File: src/rtl/mem_be.sv
// Byte-enabled single-port memory with registered read, read-first collision
// behaviour, out-of-range error pulse and a sequential zeroing pass after reset or clr.
module mem_be #(
  parameter int DATA_W = 32,
  parameter int DEPTH  = 16,
  parameter int ADDR_W = 32
) (
  input  logic                  clk,
  input  logic                  rst,
  input  logic                  clr,
  input  logic                  wr,
  input  logic                  rd,
  input  logic [DATA_W/8-1:0]   be,
  input  logic [ADDR_W-1:0]     addr,
  input  logic [DATA_W-1:0]     Data_in,
  output logic [DATA_W-1:0]     Data_out,
  output logic                  rd_valid,
  output logic                  busy,
  output logic                  err,
  output logic                  state
);

  localparam int NB = DATA_W / 8;
  localparam int IW = (DEPTH > 1) ? $clog2(DEPTH) : 1;
  localparam logic [IW-1:0]   LAST      = IW'(DEPTH - 1);
  // One extra bit so DEPTH itself is representable even when DEPTH == 2**ADDR_W.
  localparam logic [ADDR_W:0] DEPTH_EXT = (ADDR_W + 1)'(DEPTH);

  typedef enum logic {
    INIT = 1'b0,
    IDLE = 1'b1
  } state_t;

  state_t          fsm, fsm_nxt;
  logic [IW-1:0]   cnt, cnt_nxt;
  logic [DATA_W-1:0] mem [DEPTH];

  logic            acc_en;
  logic            in_range;
  logic            do_wr;
  logic            do_rd;
  logic            err_nxt;
  logic [IW-1:0]   idx;

  // Handshake: wr/rd are single-cycle requests sampled on the rising edge while
  // busy is low; a read answers one cycle later with rd_valid high for one cycle.
  always_comb begin
    acc_en   = (fsm == IDLE) && !clr;
    in_range = ({1'b0, addr} < DEPTH_EXT);
    idx      = addr[IW-1:0];
    do_wr    = acc_en && wr && in_range;
    do_rd    = acc_en && rd;
    err_nxt  = acc_en && (wr || rd) && !in_range;
  end

  always_comb begin
    fsm_nxt = fsm;
    cnt_nxt = cnt;
    case (fsm)
      INIT: begin
        if (cnt == LAST) begin
          fsm_nxt = IDLE;
          cnt_nxt = '0;
        end else begin
          cnt_nxt = cnt + IW'(1);
        end
      end
      IDLE: begin
        if (clr) begin
          fsm_nxt = INIT;
          cnt_nxt = '0;
        end
      end
      default: begin
        fsm_nxt = INIT;
        cnt_nxt = '0;
      end
    endcase
  end

  always_ff @(posedge clk or negedge rst) begin
    if (!rst) begin
      fsm <= INIT;
      cnt <= '0;
    end else begin
      fsm <= fsm_nxt;
      cnt <= cnt_nxt;
    end
  end

  always_ff @(posedge clk or negedge rst) begin
    if (!rst) begin
      Data_out <= '0;
      rd_valid <= 1'b0;
      err      <= 1'b0;
    end else begin
      rd_valid <= do_rd;
      err      <= err_nxt;
      if (do_rd) begin
        Data_out <= in_range ? mem[idx] : '0;
      end
    end
  end

  // The array has no reset; while rst is held the FSM sits in INIT at word 0,
  // so the only writes are zeroing writes that the INIT pass repeats anyway.
  always_ff @(posedge clk) begin
    if (fsm == INIT) begin
      mem[cnt] <= '0;
    end else if (do_wr) begin
      for (int i = 0; i < NB; i++) begin
        if (be[i]) begin
          mem[idx][8*i +: 8] <= Data_in[8*i +: 8];
        end
      end
    end
  end

  assign busy  = (fsm == INIT);
  assign state = fsm;

endmodule

File: config.mk
export PLATFORM = sky130hd
export DESIGN_NAME = mem_be
export DESIGN_NICKNAME = d
export VERILOG_FILES = /design/src/rtl/mem_be.sv
export SDC_FILE = /design/constraint.sdc
export NUM_CORES = 1
export LEC_CHECK = 0
export CAP_MARGIN = 20
export CORE_MARGIN = 2
export CORE_UTILIZATION = 40
export CTS_BUF_LIST = sky130_fd_sc_hd__clkbuf_4 sky130_fd_sc_hd__clkbuf_8
export DETAILED_ROUTE_END_ITERATION = 8
export SLEW_MARGIN = 20
export SYNTH_ARGS = -nofsm -noshare
export SYNTH_HDL_FRONTEND = slang
export SYNTH_SLANG_ARGS = --single-unit
File: constraint.sdc
create_clock -name clk -period 6.1 [get_ports clk]
set_clock_uncertainty 0.1 [all_clocks]
set_input_delay 0.915 -clock clk [delete_from_list [all_inputs] [get_ports clk]]
set_output_delay 0.915 -clock clk [all_outputs]
set_load 0.01 [all_outputs]
==> results.cfg, run 1 <==
[sta]
setup_violations = 0
slew_headroom_pct = 26.7
timing.fmax_ghz = 0.229
worst_hold_slack_ns = 0.304
grt_setup_unrepaired = false
final_max_slew_viol_count = 0
setup_slack_ns = 1.74
min_period_ns = 4.36
finalCritPeriodShare_pct = 71.5
finalHoldViolations = 0
tightestPinTransition_ns = 1.10
setup_tns_ns = 0

[synth]
ys_warn_count = 0
synth.area.top_cells = edfxtp_1, mux4_2, dfrtp_1
synth_top_family_by_area = multiplexers
yosys.area.top_type = edfxtp_1
ys_ff_latch = 551
synth_simple_gate_area_share_pct = 4.67
yosysTopAreaCellShare_pct = 69.9
yosysSeqAreaShare_pct = 74.4
ys_async_sr_fraction_pct = 7.08
syn_nets = 1271
syn_inst = 1197
synth_flop_cell = edfxtp_1
synth_edf_count = 512
synthMuxAreaShare_pct = 13.7
synth_xor_area_share_pct = 0.0398
synthAdderAreaFrac_pct = 0.0569
syn-cell-area_um2 = 22000
synth-compound-area-share_pct = 5.08
avgSynthCellArea_um2 = 18.4
ys_types = 39

[worst_hold_path]
hold_class = input pin to async pin

[floorplan]
start_util_pct = 40.7
die_w_um = 238
core_area_um2 = 54000
io_pins = 109
die_h_um = 238
die_area_um2 = 56900
placementRows = 85

[finish]
areaGrowthSynthToFinish_pct = 15.3
fin_nets = 1415
drive_above_1_share_pct = 21.4

[setup_path]
crit_arrival_ns = 4.57
crit_path_start_kind = input pin
critPathRequiredTime_ns = 6.31
worstSetupEndpointType = register
crit_slowest_cell = mux2i_1
worstPathCellList = clkdlybuf4s50_1 > nor4_1 > nand4_1 > nor4_4 > buf_4 > mux2i_1 > nor2_1
cp_max_fo = 41
worst-setup-path-type = input pin to register
crit_path_max_incr_delay_ns = 0.85

[grt]
grt_pass1_wl_um = 80500
grt_use_total_pct = 19.4
antenna_found_initial = 2
overflow = 0
grt_pass1_vias = 12200
grt_max_degree = 92

[clock_network]
root_buffer = clkbuf_8
ctsHoldBuffers = 0
cts-buffers-inserted = 84
cts_resized = 0
clk_latency_ns = 0.66
path_clk_slew_ns = 0.06
cts_tree = yes
max-clock-path-buffers = 3
post_cts_buffers = 0
htree_levels = 3
cts_sinks = 551

[detailed_routing]
finalWirelength_um = 54600
via_per_inst = 5.67
vias = 11900
drc = 0
avgRoutedWirePerCell_um = 25.9
final_antenna_net_count = 0
first_pass_iters = 6
drt_iter0_markers = 1223

[pwr]
max-vdd-ir-drop_v = 0.000158
powerDensity_nw_per_um2 = 364
leakage_uw = 0.00838

[placement]
port_buffers = 108
place_ws_ns = 1.13
place_hpwl_um = 33700
gp_congestion = 0.780

[outcome]
outcome = finished clean

[run]
max-cap-violations = 0
-- power by group --
group | internal [uW] | switching [uW] | total (uW)
Sequential | 4790 | 179 | 4970
Combinational | 430 | 828 | 1260
Clock | 1590 | 1420 | 3010
Total | 6810 | 2420 | 9230
-- Yosys cell counts, types with 3 or more instances --
cell type  count
a31oi_1        4
nor4_1         9
mux2i_1       44
buf_6          9
a22oi_1       14
nand2_1       52
o22a_1        15
mux2_2        34
inv_1          4
mux4_2        97
clkbuf_1      37
dfrtp_1       39
nor2b_1        3
a32o_1        15
buf_4          8
a211oi_1      15
nor3_1        10
nand3_1        5
and2_1        32
nor2_1       103
o21ai_0       16
a21oi_1       65
edfxtp_1     512
a221oi_1      17
nand2b_1       7
buf_2         13
-- area by class of cell --
| class | count | area, um^2 |
|---|---|---|
| Tap cell | 696 | 871 |
| Clock inverter | 36 | 225 |
| Antenna cell | 1 | 2.50 |
| Fill cell | 4507 | 28700 |
| Sequential cell | 551 | 16400 |
| Multi-Input combinational cell | 569 | 5190 |
| Timing Repair Buffer | 131 | 1270 |
| Clock buffer | 118 | 1420 |
| Inverter | 4 | 15.0 |
-- layout by cell type, fill, tap and decap left out, types with 16 or more instances in the layout --
| cell | instances |
|---|---|
| a21oi_1 | 65 |
| mux2_2 | 34 |
| clkbuf_4 | 33 |
| nand2_1 | 52 |
| clkdlybuf4s50_1 | 104 |
| dfrtp_1 | 39 |
| mux4_2 | 97 |
| clkbuf_8 | 85 |
| edfxtp_1 | 512 |
| a221oi_1 | 17 |
| nor2_1 | 101 |
| mux2i_1 | 44 |
| o21ai_0 | 16 |
| buf_4 | 21 |
| clkinv_1 | 17 |
| and2_1 | 32 |
-- path summary, 6_finish.rpt --
kind,endpoint,slack [ns],cells past startpoint,start
hold reg to reg,Data_out[27],0.38,2,Data_out[27]
hold / removal,Data_out[22],0.30,2,rst
max in group asynchronous,Data_out[11],5.08,2,rst
setup reg to reg,mem[2][7],2.17,6,state
min in group clk,Data_out[27],0.38,2,Data_out[27]
setup / recovery,mem[2][7],1.74,7,addr[20]
-- critical path: cells and delay by family --
family | cells | cell delay, ns
multiplexers | 1 | 0.85
buffers and inverters | 2 | 0.98
AND/OR/NAND/NOR | 4 | 1.79
-- logic make-up (layout without fill, tap and decap cells) --
logic type	Yosys count	in the layout
and+or+nand+nor	226	226
adders and majority gates	1	1
muxes	175	175
DFF	551	551
buffers and inverters	77	289
xor gates and xnor gates	1	1
other	0	1
AOI/OAI and AO/OA	166	166
-- layer usage --
metal / vias up / global-route usage [%] / wire length, um
met4: 2 / 7.06 / 1470
met5: - / 0 / 16
li1: 5110 / - / -
met2: 516 / 29.9 / 25300
met1: 6237 / 27.2 / 23700
met3: 82 / 4.38 / 4030
-- registers in the layout, indices dropped and copies added (netlist names) --
signal / cells
rd_valid: 1
state: 1
mem: 512
cnt: 4
err: 1
Data_out: 32
-- per-stage QoR --
step | total power [uW] | utilization, % | std cells | cell area, um^2
2_1_floorplan | 5760 | - | 1197 | 22000
3_3_place_gp | 6250 | 43.8 | 1949 | 23700
3_5_place_dp | 6290 | 43.8 | 1949 | 23700
4_1_cts | 9280 | 46.8 | 2103 | 25300
5_1_grt | 9570 | 46.9 | 2106 | 25300
6_report | 9230 | 46.9 | 2106 | 25300
(Power assumes the default switching activity.)
==> inputs of run 2 (changes only) <==
==> constraint.sdc (replaced) <==
create_clock -name clk -period 3.7 [get_ports clk]
set_clock_uncertainty 0.1 [all_clocks]
set_input_delay 0.555 -clock clk [delete_from_list [all_inputs] [get_ports clk]]
set_output_delay 0.555 -clock clk [all_outputs]
set_load 0.01 [all_outputs]
==> results.cfg, run 2 (synthesis results as in run 1) <==
[finish]
fillCellCount = 4556
reg.largest.list = mem x512, Data_out x32, cnt x4
fin_cells = 2184
drive_above_1_share_pct = 25.6
final_cell_mix = edfxtp_1, clkdlybuf4s50_1, nor2_1
largest_reg_flops = 512
areaGrowthSynthToFinish_pct = 18.1
regMostFlops = mem
post-route-util_pct = 48.1
fin_nets = 1490
layout_commonest_cell = edfxtp_1

[worst_hold_path]
hold_class = register to register

[setup_path]
crit_path_max_incr_delay_ns = 0.63
rrSetupSlack_ns = 0.73
startpoint = addr[31]
critPathRequiredTime_ns = 3.93
cp_max_fo = 18
worst-setup-path-type = input pin to register
crit_arrival_ns = 3.33
r2r_start = state
reg2reg_depth = 7
worstPathCellList = clkdlybuf4s50_1 > nor4_1 > nand4_1 > nor4_4 > buf_12 > buf_4 > mux2i_1 > nor2_1
crit_slowest_cell = mux2i_1
crit_path_end = mem[6][12]
r2r-end = mem[6][12]
crit_path_start_kind = input pin
worstSetupEndpointType = register

[pwr]
leakage_uw = 0.00881
powerDensity_nw_per_um2 = 588
p_clk_share_pct = 32.3
combPwrFrac_pct = 14.3
internal_power_uw = 11400
seq_power_share_pct = 53.4
max-vdd-ir-drop_v = 0.000250
swShare_pct = 25.5
power.switching_uw = 3890
p_total_uw = 15300

[clock_network]
cts_sinks = 551
max-clock-path-buffers = 3
post_cts_buffers = 0
htree_levels = 3
root_buffer = clkbuf_8
cts_tree = yes
cts_resized = 0
cts-buffers-inserted = 86
clk_latency_ns = 0.66
path_clk_slew_ns = 0.06

[grt]
grt_max_degree = 57
overflow = 0
antenna_found_initial = 3
grt_pass1_wl_um = 78700
grt_use_total_pct = 19.0
grt_pass1_vias = 12500

[placement]
port_buffers = 108
gp_congestion = 0.865
place_hpwl_um = 34100
placedCellCount = 2023

[sta]
timing.fmax_ghz = 0.323
worst_hold_slack_ns = 0.382
finalHoldViolations = 0
setup_violations = 0
final_max_slew_viol_count = 0
min_period_ns = 3.10
grt_setup_unrepaired = false
tightestPinTransition_ns = 1.04
finalCritPeriodShare_pct = 83.8
slew_headroom_pct = 30.5

[run]
max-cap-violations = 0

[floorplan]
start_util_pct = 40.7
die_area_um2 = 56900
placementRows = 85
io_pins = 109
die_h_um = 238
die_w_um = 238
core_area_um2 = 54000

[detailed_routing]
avgRoutedWirePerCell_um = 24.3
drt_iter0_markers = 912
via_per_inst = 5.48
drc = 0
final_antenna_net_count = 0
vias = 12000
finalWirelength_um = 53100
first_pass_iters = 5

[outcome]
outcome = finished clean
[run 2: power groups by stage]
| stage | Combinational (uW) | Clock, uW | Sequential (uW) |
|---|---|---|---|
| final | 2190 | 4930 | 8150 |
| after global routing | 2360 | 5340 | 8230 |
| after CTS | 2220 | 5070 | 8160 |
| after detailed placement | 2200 | 0 | 8280 |
| after global placement | 2190 | 0 | 8230 |
| after floorplan | 1370 | 0 | 8130 |
[run 2: layout make-up]
type                       instances  area, um^2  share of cell area (%)
sequential                       551       16400                    63.0
tap                              696         871                    3.35
multi-input combinational        569        5190                    20.0
clock inverter                    28         130                   0.501
antenna                            1        2.50                 0.00964
inverter                           4        15.0                  0.0578
clock buffer                     131        1550                    5.96
timing repair buffer             204        1860                    7.16
[run 2: worst min-delay path by stage]
stage | startpoint | end | slack, ns | depth (start not counted)
finish | Data_out[30] | Data_out[30] | 0.38 | 2
global route | Data_out[14] | Data_out[14] | 0.42 | 2
CTS | Data_out[3] | Data_out[3] | 0.39 | 2
detailed placement | Data_out[3] | Data_out[3] | 0.38 | 2
global placement | Data_out[30] | Data_out[30] | 0.37 | 2
floorplan | rst | Data_out[0] | 0.16 | 0
[run 2: metal layers]
layer | up-vias | GRT usage, % | wire length [um]
li1 | 5269 | - | -
met1 | 6202 | 25.3 | 22400
met2 | 417 | 30.8 | 25900
met3 | 71 | 4.26 | 3450
met4 | 2 | 7.18 | 1290
met5 | - | 0 | 13
[run 2: repair_timing]
| item | CTS | global route |
|---|---|---|
| setup endpoints to repair | 0 | 0 |
| endpoints found under the hold margin | 28 | 0 |
| hold buffers | 1 | 0 |
[run 2: through the flow]
stage | TNS [ns] | area, um^2 | setup slack [ns]
6_report | 0 | 26000 | 0.600
5_1_grt | 0 | 26000 | 0.426
4_1_cts | 0 | 26000 | 0.310
3_5_place_dp | -12.48 | 24300 | -0.369
3_3_place_gp | -12.42 | 24300 | -0.291
2_1_floorplan | 0 | 22000 | 1.06
[run 2: worst max-delay path, delay by kind of cell]
family	cells	cell delay (ns)
buffers and inverters	3	0.82
multiplexers	1	0.63
AND/OR/NAND/NOR	4	1.30
